===== src/rtl/simd_isa_pkg.sv =====
// Shared ISA definitions for the SIMD processor: opcode encoding, opcode field
// position and the fetch-stage state encoding.
package simd_isa_pkg;

  localparam int OPC_LSB = 0;
  localparam int OPC_MSB = 2;

  typedef enum logic [2:0] {
    OPC_LOADA   = 3'b010,
    OPC_LOADB   = 3'b011,
    OPC_MULTACC = 3'b100,
    OPC_STORE   = 3'b101,
    OPC_STOP    = 3'b110,
    OPC_ADDSUB  = 3'b111
  } opcode_e;

  typedef enum logic [1:0] {
    ST_IDLE  = 2'd0,
    ST_FETCH = 2'd1,
    ST_HALT  = 2'd2
  } fetch_state_e;

  function automatic logic is_stop(input logic [31:0] word);
    return word[OPC_MSB:OPC_LSB] == OPC_STOP;
  endfunction

endpackage


===== src/rtl/instr_fetch_unit_if.sv =====
// Fetch-stage bundle: run control, instruction-store address/data, downstream
// valid/ready issue port and run status.
interface instr_fetch_unit_if #(parameter int N = 512);

  localparam int PCW = $clog2(N);

  logic           start;
  logic           abort;
  logic [PCW-1:0] pc_axi;
  logic [31:0]    instr_axi;
  logic [31:0]    instr_out;
  logic           instr_valid;
  logic           instr_ready;
  logic           busy;
  logic           done;
  logic           err_ovf;
  logic [PCW:0]   issue_cnt;

  modport master (
    input  start, abort, instr_axi, instr_ready,
    output pc_axi, instr_out, instr_valid, busy, done, err_ovf, issue_cnt
  );

  modport slave (
    output start, abort, instr_axi, instr_ready,
    input  pc_axi, instr_out, instr_valid, busy, done, err_ovf, issue_cnt
  );

endinterface


===== src/rtl/instr_fetch_unit.sv =====
// PC sequencer + one-entry issue register; word at PC is captured whenever the slot is free or being consumed.
// Latency: START edge puts PC 0 out, next edge captures word 0. Backpressure: ready low freezes PC and slot, no bubble on release.
module instr_fetch_unit
  import simd_isa_pkg::*;
#(
  parameter int N = 512
) (
  input  logic               clk,
  input  logic               rst,
  instr_fetch_unit_if.master bus
);

  localparam int              PCW     = $clog2(N);
  localparam logic [PCW-1:0]  PC_LAST = PCW'(N - 1);
  localparam logic [PCW:0]    CNT_MAX = '1;

  fetch_state_e   state_q, state_d;
  logic [PCW-1:0] pc_q, pc_d;
  logic [31:0]    instr_q, instr_d;
  logic           valid_q, valid_d;
  logic           done_q, done_d;
  logic           err_q, err_d;
  logic [PCW:0]   cnt_q, cnt_d;

  logic load;
  logic fire;
  logic restart;

  always_ff @(posedge clk or posedge rst) begin
    if (rst) begin
      state_q <= ST_IDLE;
      pc_q    <= '0;
      instr_q <= '0;
      valid_q <= 1'b0;
      done_q  <= 1'b0;
      err_q   <= 1'b0;
      cnt_q   <= '0;
    end else begin
      state_q <= state_d;
      pc_q    <= pc_d;
      instr_q <= instr_d;
      valid_q <= valid_d;
      done_q  <= done_d;
      err_q   <= err_d;
      cnt_q   <= cnt_d;
    end
  end

  always_comb begin
    state_d = state_q;
    pc_d    = pc_q;
    instr_d = instr_q;
    valid_d = valid_q;
    done_d  = done_q;
    err_d   = err_q;
    cnt_d   = cnt_q;

    load    = !valid_q || bus.instr_ready;
    fire    = valid_q && bus.instr_ready;
    // HALT only rearms once the overflow word has drained.
    restart = bus.start && ((state_q == ST_IDLE) || (state_q == ST_HALT && !valid_q));

    if (fire && cnt_q != CNT_MAX) begin
      cnt_d = cnt_q + 1'b1;
    end

    if (bus.abort) begin
      state_d = ST_IDLE;
      valid_d = 1'b0;
      pc_d    = '0;
      cnt_d   = cnt_q;
    end else if (restart) begin
      state_d = ST_FETCH;
      pc_d    = '0;
      done_d  = 1'b0;
      err_d   = 1'b0;
      cnt_d   = '0;
    end else begin
      case (state_q)
        ST_FETCH: begin
          if (load) begin
            if (is_stop(bus.instr_axi)) begin
              // STOP ends the run without ever reaching the issue slot.
              valid_d = 1'b0;
              done_d  = 1'b1;
              state_d = ST_HALT;
            end else begin
              instr_d = bus.instr_axi;
              valid_d = 1'b1;
              if (pc_q == PC_LAST) begin
                err_d   = 1'b1;
                state_d = ST_HALT;
              end else begin
                pc_d = pc_q + 1'b1;
              end
            end
          end
        end
        ST_HALT: begin
          if (fire) begin
            valid_d = 1'b0;
          end
        end
        default: ;
      endcase
    end
  end

  assign bus.pc_axi      = pc_q;
  assign bus.instr_out   = instr_q;
  assign bus.instr_valid = valid_q;
  assign bus.busy        = (state_q == ST_FETCH);
  assign bus.done        = done_q;
  assign bus.err_ovf     = err_q;
  assign bus.issue_cnt   = cnt_q;

endmodule


===== src/flat_wrapper.sv =====
// flat-port wrapper written by rule: the top's interface ports become plain ports
module instr_fetch_unit_flat import simd_isa_pkg::*;
#(
  parameter int N = 512
)
  (clk, rst, bus_start, bus_abort, bus_instr_axi, bus_instr_ready, bus_pc_axi, bus_instr_out, bus_instr_valid, bus_busy, bus_done, bus_err_ovf, bus_issue_cnt);
  instr_fetch_unit_if #(.N(N)) bus_i ();
  input  logic clk;
  input  logic rst;
  input wire logic [$bits(bus_i.start)-1:0] bus_start;
  input wire logic [$bits(bus_i.abort)-1:0] bus_abort;
  input wire logic [$bits(bus_i.instr_axi)-1:0] bus_instr_axi;
  input wire logic [$bits(bus_i.instr_ready)-1:0] bus_instr_ready;
  output wire logic [$bits(bus_i.pc_axi)-1:0] bus_pc_axi;
  output wire logic [$bits(bus_i.instr_out)-1:0] bus_instr_out;
  output wire logic [$bits(bus_i.instr_valid)-1:0] bus_instr_valid;
  output wire logic [$bits(bus_i.busy)-1:0] bus_busy;
  output wire logic [$bits(bus_i.done)-1:0] bus_done;
  output wire logic [$bits(bus_i.err_ovf)-1:0] bus_err_ovf;
  output wire logic [$bits(bus_i.issue_cnt)-1:0] bus_issue_cnt;
  assign bus_i.start = bus_start;
  assign bus_i.abort = bus_abort;
  assign bus_i.instr_axi = bus_instr_axi;
  assign bus_i.instr_ready = bus_instr_ready;
  assign bus_pc_axi = bus_i.pc_axi;
  assign bus_instr_out = bus_i.instr_out;
  assign bus_instr_valid = bus_i.instr_valid;
  assign bus_busy = bus_i.busy;
  assign bus_done = bus_i.done;
  assign bus_err_ovf = bus_i.err_ovf;
  assign bus_issue_cnt = bus_i.issue_cnt;
  instr_fetch_unit #(.N(N)) u_core (.clk(clk), .rst(rst), .bus(bus_i));
endmodule

===== config.mk =====
export PLATFORM = sky130hd
export DESIGN_NAME = instr_fetch_unit_flat
export DESIGN_NICKNAME = d
export VERILOG_FILES = /design/src/rtl/simd_isa_pkg.sv /design/src/rtl/instr_fetch_unit_if.sv /design/src/rtl/instr_fetch_unit.sv /design/src/flat_wrapper.sv
export SDC_FILE = /design/constraint.sdc
export NUM_CORES = 1
export LEC_CHECK = 0
export CORE_MARGIN = 8
export CORE_UTILIZATION = 30
export CTS_BUF_LIST = sky130_fd_sc_hd__clkbuf_4
export CTS_CLUSTER_SIZE = 20
export DETAILED_ROUTE_END_ITERATION = 12
export PLACE_DENSITY = 0.62
export SETUP_SLACK_MARGIN = 0.2
export SYNTH_ARGS = -nofsm -noshare
export SYNTH_HDL_FRONTEND = slang
export SYNTH_SLANG_ARGS = --single-unit
export TNS_END_PERCENT = 10

===== constraint.sdc =====
create_clock -name clk -period 2.2 [get_ports clk]
set_input_delay 0.22 -clock clk [delete_from_list [all_inputs] [get_ports clk]]
set_output_delay 0.22 -clock clk [all_outputs]
set_load 0.05 [all_outputs]

; Yosys cells after proc, flatten, opt, wreduce, memory -nomap -nowiden
; Cells that the tools add are included.
[word_totals]
elab_cells = 76
in_bits = 37
reg_bits = 56
out_inout_bits = 55
[op_classes]
n_bitwise = 3
mux = 29
n_reduce_logical = 24
addsub = 2
n_eq_ne = 11
[ops]
columns = operator, n
row1 = $mux W9, 6
row2 = $mux W10, 2
row3 = $mux W1, 14
row4 = $mux W2, 6
row5 = $ne A3 B2 Y1 const B, 4
row6 = $reduce_and A4 Y1, 3
row7 = $add A10 B1 Y10 const B, 1
row8 = $ne A10 B10 Y1 const B, 1
row9 = $reduce_and A5 Y1, 2
row10 = $reduce_bool A2 Y1, 5
row11 = $add A9 B1 Y9 const B, 1
row12 = $eq A9 B9 Y1 const B, 1
row13 = $reduce_bool A3 Y1, 3
row14 = $logic_and A1 B1 Y1, 4
row15 = $reduce_bool A4 Y1, 1
row16 = $eq A3 B3 Y1 const B, 1
row17 = $not A1 Y1, 3
row18 = $reduce_and A3 Y1, 1
row19 = $eq A2 B1 Y1 const B, 1
row20 = $eq A2 B2 Y1 const B, 1
row21 = $logic_not A2 Y1, 1
row22 = $logic_or A1 B1 Y1, 2
row23 = $ne A2 B1 Y1 const B, 1
row24 = $ne A2 B2 Y1 const B, 1
row25 = 3 further kinds, 3

; Logic depth before layout (Yosys ltp)
[depth]
ltp_word = 7
depth_mapped = 8

; Least setup slack after synthesis
; OpenSTA, ideal clock, no wires.
[synth_path]
path_kind = reg2reg
from = register u_core.pc_q[0] (netlist: u_core.bus.pc_axi[0])
to = register u_core.pc_q[7] (netlist: u_core.bus.pc_axi[7])
arrival_ps = 2450
required_time_ps = 2121
path_slack_ps = -329
path_stages_with_launch = 8
cell_sequence = dfrtp_1 -> ha_1 -> nand4_1 -> nor2_1 -> ha_1 -> or4_4 -> or4_1 -> a21oi_1
[synth_via]
elab_chain_len = 7
word_cells_on_any_way = 10
classes_between = add/sub (1) / eq/ne (2) / mux (6) / reduce/logical (1)
[synth_rtl]
columns = element, line_no
row1 = from (decl), instr_fetch_unit.sv:18  ; logic [PCW-1:0] pc_q, pc_d;
row2 = from (signal assigned), instr_fetch_unit.sv:40  ; pc_q <= pc_d;
row3 = $add A9 B1 Y9, instr_fetch_unit.sv:94  ; pc_d = pc_q + 1'b1;
row4 = $mux W9, instr_fetch_unit.sv:90  ; if (pc_q == PC_LAST) begin
row5 = $mux W9, instr_fetch_unit.sv:82  ; if (is_stop(bus.instr_axi)) begin
row6 = $mux W9, instr_fetch_unit.sv:81  ; if (load) begin
row7 = $mux W9, instr_fetch_unit.sv:79  ; case (state_q)
row8 = $mux W9, instr_fetch_unit.sv:72  ; end else if (restart) begin
row9 = $mux W9, instr_fetch_unit.sv:67  ; if (bus.abort) begin
; Several ways; a longest one is shown, not always the timed one. The select of a mux whose other input is x is not followed.
; A chain may end at the register's enable or synchronous reset.

; Final worst setup path
[layout_path]
from = register u_core.pc_q[1] (netlist: u_core.bus.pc_axi[1])
to = register u_core.pc_q[7] (netlist: u_core.bus.pc_axi[7])
; The elaborated chain is that of the path after synthesis.

==> summary.md <==
| Metric | Value |
|---|---|
| Status | finished clean |
| Max-slew violations | 0 |
| Most used cell, CP | or4_4 |
| M1 GR Usage | 0.126 |
| Clk buf depth | 2 |
| Grt ovf | 0 |
| Initial antenna violation count | 1 |
| WL/cell | 15.7 um |
| Pwr per Cell Area | 962 nW/um^2 |
| Vias in the first global route | 2197 |
| Crit path DAT | 2.48 ns |
| Via density | 4.92 |
| Most frequent cells in the layout | 88 x clkdlybuf4s50_1, 52 x dfrtp_1, 32 x mux2_2 |
| CTS buffer count | 5 |
| CTS tree | yes |
| Most common cell after layout, fill and taps aside | clkdlybuf4s50_1 |
| Starting density of the core | 0.305 |
| # DRC | 0 |
| Seq/Total Area, Yosys | 0.568 |
| Critical path's largest stage delay | 0.56 ns |
| Min Tclk post-route | about 2.2 ns |
| DRT Wirelength | 6600 um |
| Fmax | roughly 460 MHz |
| Top Usage Layer GRT | met2 |
| Setup total negative slack | 0 ns |
| Maximum VDD drop | around 0.48 mV |
| Chip height | 107 um |
| Synth warnings | 0 |
| Leak | 1.61 nW |
| FF+latch area | 1410 sq um |
| Skew final | 0.00754 ns |
| Placed cells | 407 |
| Top_reg_cell synth | dfrtp_1 |
| Post-synthesis async set-or-reset flop share | 1.00 |
| Worst R2R Start | u_core.bus.pc_axi[1] |
| P&R area growth vs syn | 52.2% |
| Crit path launch | u_core.bus.pc_axi[1] |
| Multi-input logic area | 1060 sq um |
| DR iter-0 viols | between 90 and 100 |
| RePlAce Congestion | 0.768 |
| Clock sinks | 56 |
| Critical Path Fanout Max | 5 |
| Router iterations before antenna repair | 4 |
| Net Sw Frac | 0.412 |
| NetSw | 1.49 mW |
| Max Cap Viol | 0 |
| Final hold vios | 0 |
| IO Pins | 92 |
| Synth area leader | dfrtp_1 |
| Core area | 8090 sq um |
| Htree depth | 2 |
| Internal power | between 2 and 2.5 mW |
| Pin count of the biggest net entering global routing | 38 |
| Synth top area cells | dfrtp_1 57%, mux2_2 15%, a21oi_1 2.6% |
| DP Wirelength | 4880 um |
| Cts hold-fix bufs | 0 |
| Share of layout cells above drive strength 1 | 0.210 |
| HP Class | in2async |
| Die area | approximately 11000 sq um |
| CP max-delay cell | or4_4 |
| Syn Inst Count | 205 |
| Width of the die | 107 um |
| Post-synth EDFFs | 0 |
| Crit-path leading delay family | simple AND/OR/NAND/NOR gates |
| Final Cycle Share | 0.992 |
| Vias | 2073 |
| Required @ worst endpoint | 2.50 ns |
| Sequential power share | 0.379 |
| CP cell instances | ha_4 > nand4_1 > nor2_1 > ha_2 > or4_4 > or4_4 > a21oi_2 |
| RSZ-0062 raised after global routing | yes |
| Fin util | 0.464 |
| Net Count, Synth | ~250 |
| Yosys cell types | 39 |
| Clock share of power | 0.155 |
| Worst skew pair latency | 0.36 ns |
| Slew @ Worst Pin | 0.543 ns |
| Top cell type's share of synthesized area | 0.568 |
| GRT met3 Usage | 0.0444 |
| Setup Viol. Count Final | 0 |
| CP Buf/Inv Count | 0 |
| Row count | 33 |
| WS Path Type | reg2reg |
| Reg clk slew, reported paths | 0.15 ns |
| Reg2Reg Setup Slack | ~0.017 ns |
| Comb power frac | 0.466 |
| #FFs+latches synth | between 50 and 60 |
| Worst setup EP type | register |
| GR Util met2 | 0.210 |
| Avg Inst Size Synth | approximately 12 sq um |
| Slew headroom | 0.637 |
| Clock tree root buffer cell | clkbuf_4 |
| Overall global routing resource usage | 0.119 |
| Fill count | 800 |
| CP Launch Type | register |
| Antenna-violating nets left | 0 |
| PortBufs | 91 |
| Post-Syn Area | 2470 sq um |
| Post-route insts no fill | 421 |
| First-pass GRT wire length | 10900 um |
| Final net count | approximately 350 |
==> metal layers <==
layer,up-vias,share of wire
met1,1030,0.39
met4,0,0.011
met5,-,0
met3,5,0.076
li1,972,-
met2,66,0.52
==> state kept, by name, indices dropped and copies added (netlist names) <==
signal and cells:
u_core.bus.instr_out 32, u_core.bus.issue_cnt 10, u_core.bus.pc_axi 9, u_core.state_q 2
u_core.bus.done 1, u_core.bus.err_ovf 1, u_core.bus.instr_valid 1
==> worst paths after layout <==
kind | to | depth (start not counted)
max | u_core.bus.pc_axi[7] | 7
min | u_core.bus.instr_out[22] | 2
max reg2reg | u_core.bus.pc_axi[7] | 7
min reg2reg | u_core.bus.instr_out[30] | 1
max in group asynchronous | u_core.bus.pc_axi[1] | 3
min in group clk | u_core.bus.instr_out[20] | 2
==> through the flow <==
step	worst slack, ns	hold slack (ns)	power (mW)	area, sq um
after floorplan	-0.0342	0.283	2.45	2490
final	0.0170	0.158	3.61	3760
after global placement	0.0742	0.487	3.06	3610
after CTS	0.000846	0.159	3.67	3730
after global routing	-0.0446	0.165	3.80	3760
after detailed placement	0.0100	0.492	3.08	3610
==> synth_stat cells (2+ instances only) <==
cell type	instances
a31oi_1	3
inv_1	5
mux2i_1	3
or3_1	5
and2_1	2
nand3_1	5
nor2b_1	2
a21o_1	2
buf_2	4
nor2_1	10
o31ai_1	2
dfrtp_1	56
a21oi_1	13
o211ai_1	2
a211o_1	3
nand4_1	3
mux2_2	32
nand2_1	14
o21ai_0	8
and3_1	2
nand2b_1	3
and3b_1	2
nor3_1	5
ha_1	3
and4_1	2
==> power by group through the flow <==
stage               logic (mW)  registers [mW]  clock network, mW
finish                    1.68            1.37              0.562
global route              1.76            1.40              0.642
CTS                       1.70            1.37              0.598
detailed placement        1.69            1.39                  0
global placement          1.68            1.38                  0
floorplan                0.280            2.17                  0
==> cells by family after synthesis <==
logic type               share of synthesized area
AND/OR/NAND/NOR                              0.135
flip-flops                                   0.568
AO/OA/AOI/OAI                                0.101
multiplexers                                 0.158
buffers and inverters                       0.0157
adder cells (fa/ha/maj)                     0.0152
XOR/XNOR                                   0.00710
==> area by class of cell <==
class / count / share of cell area
antenna: 1 / 0.000666
clock buffer: 6 / 0.0120
clock inverter: 2 / 0.00933
inverter: 5 / 0.00500
multi-input combinational: 141 / 0.283
sequential: 56 / 0.374
tap: 105 / 0.0350
timing repair buffer: 105 / 0.280
==> what timing repair did <==
item,4_1_cts,5_1_grt
buffers inserted,4,0
endpoints found under the setup margin,10,12
resized for setup,2,8
pin swaps,1,6
gates cloned,1,0
No activity file was read; power rests on OpenSTA's default activity.
